$ cat src/rtl/ir_cmd_filter_pkg.sv
// Shared SIRC field layout, state encoding and counter sizing helper for ir_cmd_filter.
package ir_cmd_filter_pkg;

  localparam int unsigned IR_WORD_W   = 12;
  localparam int unsigned IR_CMD_MSB  = 6;
  localparam int unsigned IR_CMD_LSB  = 0;
  localparam int unsigned IR_ADDR_MSB = 11;
  localparam int unsigned IR_ADDR_LSB = 7;
  localparam int unsigned IR_ADDR_W   = IR_ADDR_MSB - IR_ADDR_LSB + 1;

  typedef enum logic {
    ST_IDLE = 1'b0,
    ST_HELD = 1'b1
  } state_t;

  // Counter width able to hold n-1, never narrower than one bit.
  function automatic int unsigned cnt_w(input int unsigned n);
    return (n < 2) ? 1 : $clog2(n);
  endfunction

endpackage

$ cat src/rtl/ir_cmd_filter_rise_detect.sv
// Rising-edge strobe on a level input; the previous-value register resets to RST_VAL
// so a level already high when reset releases does not produce a strobe.
module rise_detect #(
  parameter logic RST_VAL = 1'b1
) (
  input  logic clk,
  input  logic rst,
  input  logic i_d,
  output logic o_rise_c
);

  logic r_prev;

  always_ff @(posedge clk or posedge rst) begin
    if (rst) r_prev <= RST_VAL;
    else     r_prev <= i_d;
  end

  assign o_rise_c = i_d & ~r_prev;

endmodule

$ cat src/rtl/ir_cmd_filter.sv
// SIRC command filter: address match, repeat-frame collapse, gap-timeout release.
// Optional typematic auto-repeat when IR_CMD_FILTER_AUTOREPEAT_EN is defined.
module ir_cmd_filter
  import ir_cmd_filter_pkg::*;
#(
  parameter logic [IR_ADDR_W-1:0] ADDR        = 5'h01,
  parameter bit                   ADDR_MATCH  = 1'b1,
  parameter int unsigned          GAP_CYCLES  = 3_000_000,
  parameter int unsigned          HOLD_CYCLES = 25_000_000,
  parameter int unsigned          RPT_CYCLES  = 10_000_000
) (
  input  logic                 clk,
  input  logic                 rst,
  input  logic [IR_WORD_W-1:0] data,
  input  logic                 data_rdy,
  output logic                 new_cmd,
  output logic [IR_WORD_W-1:0] cmd_buf,
  output logic                 held
);

  localparam int unsigned GAP_W = cnt_w(GAP_CYCLES);

  state_t               r_state, w_state_nxt;
  logic [GAP_W-1:0]     r_gap, w_gap_nxt;
  logic [IR_WORD_W-1:0] w_cmd_buf_nxt;
  logic                 w_new_cmd_nxt;
  logic                 w_event;
  logic                 w_addr_ok;
  logic                 w_accept;
  logic                 w_new_key;
  logic                 w_gap_done;

  rise_detect #(.RST_VAL(1'b1)) u_rise (
    .clk      (clk),
    .rst      (rst),
    .i_d      (data_rdy),
    .o_rise_c (w_event)
  );

  assign w_addr_ok  = !ADDR_MATCH || (data[IR_ADDR_MSB:IR_ADDR_LSB] == ADDR);
  assign w_accept   = w_event && w_addr_ok;
  assign w_new_key  = w_accept && (data != cmd_buf);
  assign w_gap_done = (r_gap == GAP_W'(GAP_CYCLES - 1));

`ifdef IR_CMD_FILTER_AUTOREPEAT_EN
  localparam int unsigned HOLD_W = cnt_w((HOLD_CYCLES > RPT_CYCLES) ? HOLD_CYCLES : RPT_CYCLES);

  logic [HOLD_W-1:0] r_hold, w_hold_nxt;
  logic              r_rpt, w_rpt_nxt;
  logic              w_tick;

  // First tick uses the press delay, later ticks the repeat period.
  assign w_tick = r_rpt ? (r_hold == HOLD_W'(RPT_CYCLES - 1))
                        : (r_hold == HOLD_W'(HOLD_CYCLES - 1));
`else
  logic w_unused_cfg;
  assign w_unused_cfg = ^{32'(HOLD_CYCLES), 32'(RPT_CYCLES)};
`endif

  always_comb begin
    w_state_nxt   = r_state;
    w_gap_nxt     = r_gap;
    w_cmd_buf_nxt = cmd_buf;
    w_new_cmd_nxt = 1'b0;
`ifdef IR_CMD_FILTER_AUTOREPEAT_EN
    w_hold_nxt    = r_hold;
    w_rpt_nxt     = r_rpt;
`endif
    case (r_state)
      ST_IDLE: begin
        if (w_accept) begin
          w_state_nxt   = ST_HELD;
          w_cmd_buf_nxt = data;
          w_new_cmd_nxt = 1'b1;
          w_gap_nxt     = '0;
`ifdef IR_CMD_FILTER_AUTOREPEAT_EN
          w_hold_nxt    = '0;
          w_rpt_nxt     = 1'b0;
`endif
        end
      end
      ST_HELD: begin
        if (w_new_key) begin
          w_cmd_buf_nxt = data;
          w_new_cmd_nxt = 1'b1;
          w_gap_nxt     = '0;
`ifdef IR_CMD_FILTER_AUTOREPEAT_EN
          w_hold_nxt    = '0;
          w_rpt_nxt     = 1'b0;
`endif
        end else if (!w_accept && w_gap_done) begin
          // Release wins over a coincident repeat tick.
          w_state_nxt = ST_IDLE;
        end else begin
          if (w_accept)            w_gap_nxt = '0;
          else if (r_gap != '1)    w_gap_nxt = r_gap + GAP_W'(1);
`ifdef IR_CMD_FILTER_AUTOREPEAT_EN
          if (w_tick) begin
            w_new_cmd_nxt = 1'b1;
            w_hold_nxt    = '0;
            w_rpt_nxt     = 1'b1;
          end else begin
            w_hold_nxt    = r_hold + HOLD_W'(1);
          end
`endif
        end
      end
      default: w_state_nxt = ST_IDLE;
    endcase
  end

  always_ff @(posedge clk or posedge rst) begin
    if (rst) begin
      r_state <= ST_IDLE;
      r_gap   <= '0;
      cmd_buf <= '0;
      new_cmd <= 1'b0;
      held    <= 1'b0;
    end else begin
      r_state <= w_state_nxt;
      r_gap   <= w_gap_nxt;
      cmd_buf <= w_cmd_buf_nxt;
      new_cmd <= w_new_cmd_nxt;
      held    <= (w_state_nxt == ST_HELD);
    end
  end

`ifdef IR_CMD_FILTER_AUTOREPEAT_EN
  always_ff @(posedge clk or posedge rst) begin
    if (rst) begin
      r_hold <= '0;
      r_rpt  <= 1'b0;
    end else begin
      r_hold <= w_hold_nxt;
      r_rpt  <= w_rpt_nxt;
    end
  end
`endif

endmodule

$ cat config.mk
export PLATFORM = sky130hd
export DESIGN_NAME = ir_cmd_filter
export DESIGN_NICKNAME = d
export VERILOG_FILES = /design/src/rtl/ir_cmd_filter_pkg.sv /design/src/rtl/ir_cmd_filter_rise_detect.sv /design/src/rtl/ir_cmd_filter.sv
export SDC_FILE = /design/constraint.sdc
export NUM_CORES = 1
export LEC_CHECK = 0
export CAP_MARGIN = 30
export CORE_ASPECT_RATIO = 0.6
export CORE_MARGIN = 2
export CORE_UTILIZATION = 67
export CTS_CLUSTER_DIAMETER = 40
export DETAILED_ROUTE_END_ITERATION = 7
export DONT_BUFFER_PORTS = 1
export PLACE_DENSITY_LB_ADDON = 0.25
export SETUP_SLACK_MARGIN = 0.1
export SLEW_MARGIN = 20
export SYNTH_ARGS = -nofsm -noshare
export SYNTH_HDL_FRONTEND = slang
export SYNTH_SLANG_ARGS = --single-unit
$ cat constraint.sdc
create_clock -name clk -period 5.05 [get_ports clk]
set_input_delay 1.01 -clock clk [delete_from_list [all_inputs] [get_ports clk]]
set_output_delay 1.01 -clock clk [all_outputs]
set_load 0.01 [all_outputs]
==> results.md <==
- Synth Flop Type: dfrtp_1
- Count of input and output buffers: 0
- Ys Warns: 0
- CTS buffer count: 5
- Layout Cells excl Fill: 248
- Pint: 0.000548 W
- Vias in the first global route: 1535
- Core area: 0.00289 mm2
- Nets: 221
- Final min period: 2550 ps
- Die area: 0.00352 mm2
- Wirelength per Cell: 18.7 um
- Synth Instances: 205
- Initial Util: 70.6%
- Yosys cell types: 48
- Share of layout cells above drive strength 1: 14.1%
- Final Hold Viols: 0
- Placed Cells: 238
- Overall Power: 0.000814 W
- Max-slew headroom: 43.6%
- Post-synth EDFFs: 0
- Dpl hpwl: 3270 um
- Fin worst setup slack: 2500 ps
- Area contributors post-synth: dfrtp_1, o31ai_1, or4_1, nand2_1, a21oi_1
- H-tree Lvls: 2
- Synth Register Bits: 37
- Fillers: 200
- Final Setup Violations: 0
- Lkg Pwr: 0.840 nW
- Largest net degree at the start of global routing: 32
- Area growth, synth to finish: 4.84%
- Synth top area share: 44.1%
- Hold path start: r_gap[19]$_DFFE_PP0P_
- Register area share after synthesis: 45.4%
- RSZ-0062 raised after global routing: false
- Clk_lat worst skew: 280 ps
- Post-CTS Resized: 0
- Combinational fraction of design power: 17.8%
- Max Fanout on Critical Path: 11
- Die width: 75.3 um
- Hold Path Class: register to register
- First-pass DRT Iterations: 5
- Clock sinks: 37
- Hold slack final: 523 ps
- Final WL: 4630 um
- Fraction of registers with async set or reset after synthesis: 100%
- Post-Place Setup Slack: 2280 ps
- Placer Congestion: 0.952
- Hold_buf cts: 0
- Worst Setup SP: data[8]
- Number of setup buffers added after CTS: 0
- Setup CP Type: input pin to register
- Top-Level Pins: 29
- Max Buffers Root-to-Sink: 2
- Area occupied by multi-input gates: 0.00103 mm2
- Root Buffer: clkbuf_8
- Register share of total power: 56.6%
- PwrDens: 380 mW/mm2
- Critical Path RT: 5210 ps
- Max Fclk: 392 MHz
- ANT cells: 0
- Fin Clk Skew: 9.22 ps
- Grt ovf: 0
- Max-cap violations: 0
- DR vias: 1677
- Rows: 15
- Final worst-path cycle share: 50.5%
- FF/Latch Area: 927 um2
- Worst-margin pin slew: 846 ps
- Worst vdd ir: 260 uV
- Worst r2r src: r_gap[1]$_DFFE_PP0P_
- CTS clk-pin slew, worst paths: 70 ps
- Routed vias/inst: 6.76
- Avg Inst Size Synth: 9.96 um2
- Final Max Slew Viols: 0
- Clock group share of total power: 25.6%
- Worst Setup End Kind: register
- Critical path launch point type: input pin
- DIE HEIGHT: 46.8 um
- Status: complete, no violations
- First-pass GRT wire length: 7520 um
- Drt first-iter violations: 288
- Setup_tns: 0 ps
- Sw power: 0.000266 W
- Residual DRC: 0
- Largest area contributor in the netlist: dfrtp_1
- Synthesized Nets: 221
- Netlist Area Pre-Place: 0.00204 mm2
- Net Sw Frac: 32.7%
- CTS tree: yes
- Initial antenna violation count: 0
- Final antenna-violating net count: 0
- CP arrival: 2710 ps
- Total Routing Usage GR: 29.1%
[placed cells by master (no fill, tap or decap), types with 2 or more instances in the layout]
master	n
xor2_1	7
nor3_1	5
a31oi_1	2
nand4b_1	2
nand4_1	9
a31o_2	2
or3_1	2
o21ai_0	2
or4_1	12
or2_2	4
nand2_1	22
xnor2_1	5
a21oi_1	15
nor4_1	5
dfrtp_1	36
and2_1	3
o31ai_1	12
nor2b_1	4
clkbuf_1	2
mux2_2	4
inv_1	2
nor2_1	8
nand3_1	11
clkbuf_8	6
[metal layers]
metal	global-route usage (%)	share of wire (%)	vias to the layer above	wire (um)
met5	0	0	-	0
met4	7.37	0.91	0	42
met3	7.08	7.7	11	357
met2	43.9	46	87	2110
met1	42.9	46	797	2120
li1	-	-	782	-
[through the flow]
step                      utilization [%]  cell area [um2]
after floorplan                         -             2040
after global placement               70.0             2020
after detailed placement             70.0             2020
after CTS                            73.2             2110
after global routing                 74.1             2140
final                                74.1             2140
[power by group through the flow]
stage / clock network [W] / registers [W] / logic (W)
floorplan: 0 / 0.000430 / 0.000130
global placement: 0 / 0.000452 / 0.000135
detailed placement: 0 / 0.000461 / 0.000145
CTS: 0.000209 / 0.000455 / 0.000146
global route: 0.000225 / 0.000468 / 0.000168
finish: 0.000208 / 0.000461 / 0.000145
[worst max-delay path: stages]
cell	delay (ps)
nor4b_1	390
nand2_1	350
a41oi_2	560
mux2_2	400
[synthesized netlist by cell type (3+ instances only)]
| library cell | count |
|---|---|
| and2_1 | 3 |
| nor3_1 | 5 |
| xnor2_1 | 5 |
| nand4_1 | 9 |
| nand3_1 | 11 |
| or2_2 | 4 |
| o31ai_1 | 12 |
| nor4_1 | 5 |
| a21oi_1 | 15 |
| clkbuf_1 | 4 |
| mux2_2 | 4 |
| nor2_1 | 8 |
| dfrtp_1 | 36 |
| or4_1 | 12 |
| xor2_1 | 7 |
| nor2b_1 | 4 |
| nand2_1 | 22 |
[flip-flops by register name (all words and copies together) (netlist names)]
name / count
cmd_buf: 12
r_gap: 22
r_state: 1
u_rise.r_prev: 1
new_cmd: 1
[kinds of logic (layout without fill, tap and decap cells)]
| kind of cell | Yosys count | after routing | share of synthesized area, % |
|---|---|---|---|
| muxes | 5 | 5 | 2.70 |
| and+or+nand+nor | 96 | 96 | 26.8 |
| AOI/OAI and AO/OA | 42 | 42 | 15.1 |
| buffers and inverters | 12 | 13 | 4.17 |
| adders and majority gates | 1 | 1 | 0.613 |
| DFF | 37 | 37 | 45.4 |
| xor gates and xnor gates | 12 | 12 | 5.15 |
[cell type report]
class                           count  area share [%]
Multi-Input combinational cell    156            48.1
Tap cell                           42            2.45
Timing Repair Buffer                3            1.58
Sequential cell                    37            43.3
Inverter                            2           0.351
Clock buffer                        8            4.21
[path summary, 6_finish.rpt]
path / slack (ps) / to / depth (start not counted)
worst min register to register: 520 / r_gap[19]$_DFFE_PP0P_ / 1
max in group asynchronous: 3850 / r_gap[2]$_DFFE_PP0P_ / 2
worst max-delay path: 2500 / cmd_buf[2]$_DFFE_PP0P_ / 4
min in group asynchronous: 530 / cmd_buf[11]$_DFFE_PP0P_ / 1
worst min-delay path: 520 / r_gap[19]$_DFFE_PP0P_ / 1
worst max register to register: 2680 / r_gap[4]$_DFFE_PP0P_ / 7
Note: power is estimated with default switching activity, not from simulation.
